**src/rtl/ram512_arbiter.sv**
```systemverilog
// Round-robin arbiter and clear sequencer in front of a single-port RAM.
// Ports: clk/rst; requester A and B req/we/addr/wdata/gnt/ack; rdata;
//        clr/busy/clr_done; RAM pins ram_e/ram_w/ram_r/ram_addr/ram_din/ram_dout.
module ram512_arbiter #(
    parameter int AW     = 9,
    parameter int DW     = 16,
    parameter int RD_LAT = 1
) (
    input  logic          clk,
    input  logic          rst,
    input  logic          a_req,
    input  logic          a_we,
    input  logic [AW-1:0] a_addr,
    input  logic [DW-1:0] a_wdata,
    output logic          a_gnt,
    output logic          a_ack,
    input  logic          b_req,
    input  logic          b_we,
    input  logic [AW-1:0] b_addr,
    input  logic [DW-1:0] b_wdata,
    output logic          b_gnt,
    output logic          b_ack,
    output logic [DW-1:0] rdata,
    input  logic          clr,
    output logic          busy,
    output logic          clr_done,
    output logic          ram_e,
    output logic          ram_w,
    output logic          ram_r,
    output logic [AW-1:0] ram_addr,
    output logic [DW-1:0] ram_din,
    input  logic [DW-1:0] ram_dout
);

    localparam logic [2:0] S_IDLE    = 3'd0;
    localparam logic [2:0] S_ACCESS  = 3'd1;
    localparam logic [2:0] S_WAIT_RD = 3'd2;
    localparam logic [2:0] S_DONE    = 3'd3;
    localparam logic [2:0] S_CLEAR   = 3'd4;

    localparam logic [1:0] LAST_W = 2'(RD_LAT - 1);

    logic [2:0]    state_q, state_d;
    logic          last_b_q, last_b_d;
    logic          clr_pend_q, clr_pend_d;
    logic          we_q, we_d;
    logic [AW-1:0] addr_q, addr_d;
    logic [DW-1:0] wdata_q, wdata_d;
    logic [1:0]    wcnt_q, wcnt_d;
    logic [AW-1:0] cnt_q, cnt_d;

    logic          a_gnt_q, a_gnt_d;
    logic          b_gnt_q, b_gnt_d;
    logic          a_ack_q, a_ack_d;
    logic          b_ack_q, b_ack_d;
    logic [DW-1:0] rdata_q, rdata_d;
    logic          busy_q, busy_d;
    logic          clr_done_q, clr_done_d;
    logic          ram_e_q, ram_e_d;
    logic          ram_w_q, ram_w_d;
    logic          ram_r_q, ram_r_d;
    logic [AW-1:0] ram_addr_q, ram_addr_d;
    logic [DW-1:0] ram_din_q, ram_din_d;

    logic          pick_b;

    // RAM pins are registered from the next state, so the strobes line up
    // with the cycle the FSM spends in ACCESS or CLEAR.
    always_comb begin
        state_d    = state_q;
        last_b_d   = last_b_q;
        clr_pend_d = clr_pend_q;
        we_d       = we_q;
        addr_d     = addr_q;
        wdata_d    = wdata_q;
        wcnt_d     = wcnt_q;
        cnt_d      = cnt_q;
        rdata_d    = rdata_q;
        a_gnt_d    = 1'b0;
        b_gnt_d    = 1'b0;
        a_ack_d    = 1'b0;
        b_ack_d    = 1'b0;
        clr_done_d = 1'b0;
        ram_w_d    = 1'b0;
        ram_r_d    = 1'b0;
        ram_addr_d = '0;
        ram_din_d  = '0;
        pick_b     = 1'b0;

        if (clr && state_q != S_IDLE && state_q != S_CLEAR) begin
            clr_pend_d = 1'b1;
        end

        unique case (state_q)
            S_IDLE: begin
                if (clr || clr_pend_q) begin
                    state_d    = S_CLEAR;
                    clr_pend_d = 1'b0;
                    cnt_d      = '0;
                    ram_w_d    = 1'b1;
                    ram_addr_d = '0;
                end else if (a_req || b_req) begin
                    // B wins only alone or when A was served last.
                    pick_b     = b_req && (!a_req || !last_b_q);
                    last_b_d   = pick_b;
                    a_gnt_d    = !pick_b;
                    b_gnt_d    = pick_b;
                    we_d       = pick_b ? b_we    : a_we;
                    addr_d     = pick_b ? b_addr  : a_addr;
                    wdata_d    = pick_b ? b_wdata : a_wdata;
                    state_d    = S_ACCESS;
                    ram_addr_d = addr_d;
                    ram_w_d    = we_d;
                    ram_r_d    = !we_d;
                    ram_din_d  = we_d ? wdata_d : '0;
                end
            end
            S_ACCESS: begin
                if (we_q) begin
                    state_d = S_DONE;
                    a_ack_d = !last_b_q;
                    b_ack_d = last_b_q;
                end else begin
                    state_d = S_WAIT_RD;
                    wcnt_d  = '0;
                end
            end
            S_WAIT_RD: begin
                if (wcnt_q == LAST_W) begin
                    rdata_d = ram_dout;
                    state_d = S_DONE;
                    a_ack_d = !last_b_q;
                    b_ack_d = last_b_q;
                end else begin
                    wcnt_d = wcnt_q + 2'd1;
                end
            end
            S_DONE: begin
                state_d = S_IDLE;
            end
            S_CLEAR: begin
                if (cnt_q == '1) begin
                    state_d    = S_IDLE;
                    clr_done_d = 1'b1;
                end else begin
                    cnt_d      = cnt_q + 1'b1;
                    ram_w_d    = 1'b1;
                    ram_addr_d = cnt_d;
                end
            end
            default: begin
                state_d = S_IDLE;
            end
        endcase

        busy_d  = (state_d != S_IDLE);
        ram_e_d = ram_w_d | ram_r_d;
    end

    always_ff @(posedge clk) begin
        if (rst) begin
            state_q    <= S_IDLE;
            last_b_q   <= 1'b1;
            clr_pend_q <= 1'b0;
            we_q       <= 1'b0;
            addr_q     <= '0;
            wdata_q    <= '0;
            wcnt_q     <= '0;
            cnt_q      <= '0;
            a_gnt_q    <= 1'b0;
            b_gnt_q    <= 1'b0;
            a_ack_q    <= 1'b0;
            b_ack_q    <= 1'b0;
            rdata_q    <= '0;
            busy_q     <= 1'b0;
            clr_done_q <= 1'b0;
            ram_e_q    <= 1'b0;
            ram_w_q    <= 1'b0;
            ram_r_q    <= 1'b0;
            ram_addr_q <= '0;
            ram_din_q  <= '0;
        end else begin
            state_q    <= state_d;
            last_b_q   <= last_b_d;
            clr_pend_q <= clr_pend_d;
            we_q       <= we_d;
            addr_q     <= addr_d;
            wdata_q    <= wdata_d;
            wcnt_q     <= wcnt_d;
            cnt_q      <= cnt_d;
            a_gnt_q    <= a_gnt_d;
            b_gnt_q    <= b_gnt_d;
            a_ack_q    <= a_ack_d;
            b_ack_q    <= b_ack_d;
            rdata_q    <= rdata_d;
            busy_q     <= busy_d;
            clr_done_q <= clr_done_d;
            ram_e_q    <= ram_e_d;
            ram_w_q    <= ram_w_d;
            ram_r_q    <= ram_r_d;
            ram_addr_q <= ram_addr_d;
            ram_din_q  <= ram_din_d;
        end
    end

    assign a_gnt    = a_gnt_q;
    assign b_gnt    = b_gnt_q;
    assign a_ack    = a_ack_q;
    assign b_ack    = b_ack_q;
    assign rdata    = rdata_q;
    assign busy     = busy_q;
    assign clr_done = clr_done_q;
    assign ram_e    = ram_e_q;
    assign ram_w    = ram_w_q;
    assign ram_r    = ram_r_q;
    assign ram_addr = ram_addr_q;
    assign ram_din  = ram_din_q;

endmodule

```
**config.mk**
```make
export PLATFORM = sky130hd
export DESIGN_NAME = ram512_arbiter
export DESIGN_NICKNAME = d
export VERILOG_FILES = /design/src/rtl/ram512_arbiter.sv
export SDC_FILE = /design/constraint.sdc
export NUM_CORES = 1
export LEC_CHECK = 0
export CAP_MARGIN = 20
export CORE_MARGIN = 1
export CORE_UTILIZATION = 41
export DETAILED_ROUTE_END_ITERATION = 8
export PLACE_DENSITY = 0.78
export SKIP_LAST_GASP = 1
export SLEW_MARGIN = 30
export SYNTH_ARGS = -nofsm -noshare
export SYNTH_HDL_FRONTEND = slang
export SYNTH_SLANG_ARGS = --single-unit
```
**constraint.sdc**
```tcl
create_clock -name clk -period 3.2 [get_ports clk]
set_clock_uncertainty 0.15 [all_clocks]
set_input_delay 0.64 -clock clk [delete_from_list [all_inputs] [get_ports clk]]
set_output_delay 0.64 -clock clk [all_outputs]
set_load 0.02 [all_outputs]
```
==> results <==
- The flow ran to the end, and the final reports show no timing, DRC or antenna violations.
- The number of H-tree branching levels is 3.
- When the netlist entered floorplanning its net count stood at 391.
- The number of register bits inferred by synthesis is 67.
- Summing every instance area after synthesis gives 0.00268 mm2.
- Final hold analysis gives a worst-case slack of 0.305 ns.
- The count of filler cells inserted in the layout is 531.
- TritonCTS built the clock tree.
- The post-synthesis to final-layout area growth is 56.7%.
- The number of placement rows is 29.
- The total power is 2.41 mW.
- Buffers added to address setup during post-CTS repair amount to 0.
- From bottom edge to top edge, the die measures 82.9 um.
- The total count of hold-check failures in the final report is 0.
- The transition time of the tightest slew-check pin is 0.626 ns.
- The number of synthesis warnings is 0.
- STA puts the critical path data arrival time at 2.68 ns.
- In the final routed layout, each cell accounts on average for 13.4 um.
- For the finished layout, the period the worst path requires is 2.57 ns.
- The root buffer cell chosen for the clock tree is clkbuf_8.
- The iteration count of the initial detailed-routing pass is 4.
- At the end of routability-driven placement, the weighted congestion stood at 0.839.
- Clock latency on the worst-skew pair, taken at its later pin, is 0.34 ns.
- The setup violation total in the final timing report is 0.
- The count of inserted antenna diode cells is 0.
- Hold repair after CTS inserted 0 buffers.
- The initial antenna violation count came to 0.
- Summed over all layers, the global routing overflow is 0.
- The HPWL after detailed placement is 4.98 mm.
- The max-slew violation count is 0.
- Entering global routing, the biggest net connects 28 pins.
- The number of buffers created by CTS is 9.
- The cell count after synthesis is 315.
- The synthesized area divided by synthesized cell count is 8.51 um2.
- Of all nets on the critical path, the largest fanout is 10.
- The count of instances resized after the clock tree is built is 0.
- The share of synthesized registers carrying an async set or reset is 0.
- For this run, the register share of the synthesized area comes to 0.500.
- In this run, synthesis inferred 0 flip-flops with an integrated enable.
- Timing analysis after detailed placement gives a worst setup slack of 0.475 ns.
- In the final layout, the multi-input gates occupy 0.00123 mm2.
- Setup repair after global routing left no endpoint under its margin.
- During placement, the flow inserted port buffers numbering 122.
- The most used flip-flop cell after synthesis is dfxtp_1.
- The worst setup path category is reg -> reg.
- Using the TritonRoute via totals, the vias-per-cell ratio works out to 4.98.
- Across all layers, the routed design uses 2,573 vias.
- The element type at the critical path end is a flop.
- The count of max-cap constraint violations is 0.
- Counting instances, the worst hold path has a depth of 2.
- The largest voltage drop on the vdd net is 362 uV.
- The design area is 0.00420 mm2.
- For this design the ratio of total power to cell area is 574 mW/mm2.
- The final total negative setup slack is 0 ns.
- In this run the cell area measured after placement is 0.00396 mm2.
- The overall routed net length is 6.93 mm.
- The first global-routing pass estimated 11.4 mm of wire.
- The logic depth of the worst register-to-register path is 7.
- Pin placement for this block handled 123 I/O pins.
- The number of nets with antenna violations after detailed routing is 0.
- The worst hold path belongs to the class reg -> reg.
- For this configuration, the core starts out at a cell density of 0.425.
- The ratio of cells with drive above 1 in the final layout is 0.0841.
- Based on the critical path, the design can be clocked at up to 0.389 GHz.
- For this run, design rule violations remaining after detail routing come to 0.
- The number of unique standard cell types used by synthesis is 41.
- The via count of the first global-routing pass is 2,505.
- Counting along the longest clock path gives a buffer depth of 2.
- After clock tree synthesis, the clock-pin slew on the worst setup and hold paths is 0.08 ns.
- The violation count after the first detailed-route iteration is 71.
- The critical path data required time is 3.31 ns.
- The floorplan step defined a core boundary enclosing 0.00631 mm2.
- The worst-case headroom to the max-slew limit is 0.582.
- Setup slack on the critical path of the routed design comes to 0.627 ns.
- The net count of the finished layout is 511.
- The die covers 0.00687 mm2.
- The number of sinks driven by the clock tree is 67.
- In this run the static leakage power is 1.56 nW.
- The worst register-to-register path has a setup slack of 0.63 ns.
- In the global route stage, overall resource usage came out at 0.205.
- In the final layout, flip-flops and latches occupy 0.00134 mm2.
- The die span in x is 82.9 um.
- The ratio of final minimum period to clock period is 0.804.
- The worst setup path is launched from a flop.
cell families after synthesis:
logic type / count (synthesis) / share of synthesized area
AND/OR/NAND/NOR: 138 / 0.241
adder cells (fa/ha/maj): 3 / 0.0140
flip-flops: 67 / 0.500
AO/OA/AOI/OAI: 67 / 0.146
XOR/XNOR: 4 / 0.0131
multiplexers: 11 / 0.0439
buffers and inverters: 25 / 0.0420
Yosys cell counts, types with 4 or more instances:
master | instances | share of area
a21oi_1 | 42 | 0.078
a31oi_1 | 7 | 0.016
clkbuf_1 | 16 | 0.022
dfxtp_1 | 67 | 0.50
inv_1 | 4 | 0.0056
mux2_2 | 6 | 0.025
mux2i_1 | 5 | 0.019
nand2_1 | 81 | 0.11
nand3_1 | 7 | 0.013
nand3b_1 | 5 | 0.014
nor2_1 | 19 | 0.027
nor3_1 | 4 | 0.0075
placed cells by master, fill, tap and decap left out, types with 2 or more instances in the layout:
| master | n |
|---|---|
| ha_1 | 3 |
| clkbuf_8 | 9 |
| buf_4 | 8 |
| a31oi_1 | 7 |
| or3_1 | 3 |
| a2bb2oi_1 | 2 |
| and3_1 | 3 |
| nor2_1 | 19 |
| a21oi_1 | 42 |
| or4_1 | 3 |
| bufinv_16 | 3 |
| xnor2_1 | 2 |
| clkinv_2 | 2 |
| or3b_2 | 3 |
| nand4_1 | 2 |
| o21ai_0 | 2 |
| o211ai_1 | 3 |
| o22a_1 | 2 |
| nand2_1 | 81 |
| dfxtp_1 | 67 |
| inv_1 | 4 |
| o22ai_1 | 2 |
| nand3_1 | 7 |
| mux2i_1 | 5 |
| clkdlybuf4s50_1 | 122 |
| mux2_2 | 6 |
| xor2_1 | 2 |
| nor3_1 | 4 |
| nand3b_1 | 5 |
| o21a_1 | 2 |
state kept, by name (all words and copies together) (netlist names), 2 cells and up:
name	flops
ram_addr	9
wcnt_q	2
state_q	3
rdata	16
cnt_q	9
ram_din	16
routing by layer:
metal,part of all wire,track usage
met5,0,0
met4,0.017,0.0846
met3,0.059,0.0437
met2,0.49,0.355
met1,0.43,0.245
stage by stage:
stage / util / instances
final: 0.665 / 517
after global routing: 0.665 / 517
after CTS: 0.665 / 517
after detailed placement: 0.627 / 501
after global placement: 0.627 / 501
after floorplan: - / 315
final timing paths:
kind | start | to
max | cnt_q[0] | ram_addr[7]
min | rdata[10] | rdata[10]
max reg2reg | cnt_q[0] | ram_addr[7]
min reg2reg | rdata[10] | rdata[10]
worst max-delay path: stages, from the launching register on:
cell,delay (ns)
dfxtp_1,0.35
ha_1,0.27
nand4_1,0.15
nor2_1,0.07
ha_1,0.20
or4b_4,0.59
or4_4,0.55
a31oi_1,0.18
area by class of cell:
cell class                 count  share of cell area
sequential                    67               0.319
timing repair buffer         130               0.305
multi-input combinational    223               0.292
clock buffer                   9              0.0295
clock inverter                 7              0.0277
tap                           77              0.0229
inverter                       4             0.00357
report_power, final:
group	internal [mW]	switching, mW	leakage [nW]
Clock	0.516	0.325	0.119
Combinational	0.297	0.300	0.900
Sequential	0.910	0.0636	0.543
Total	1.72	0.689	1.56
(Power assumes the default switching activity.)
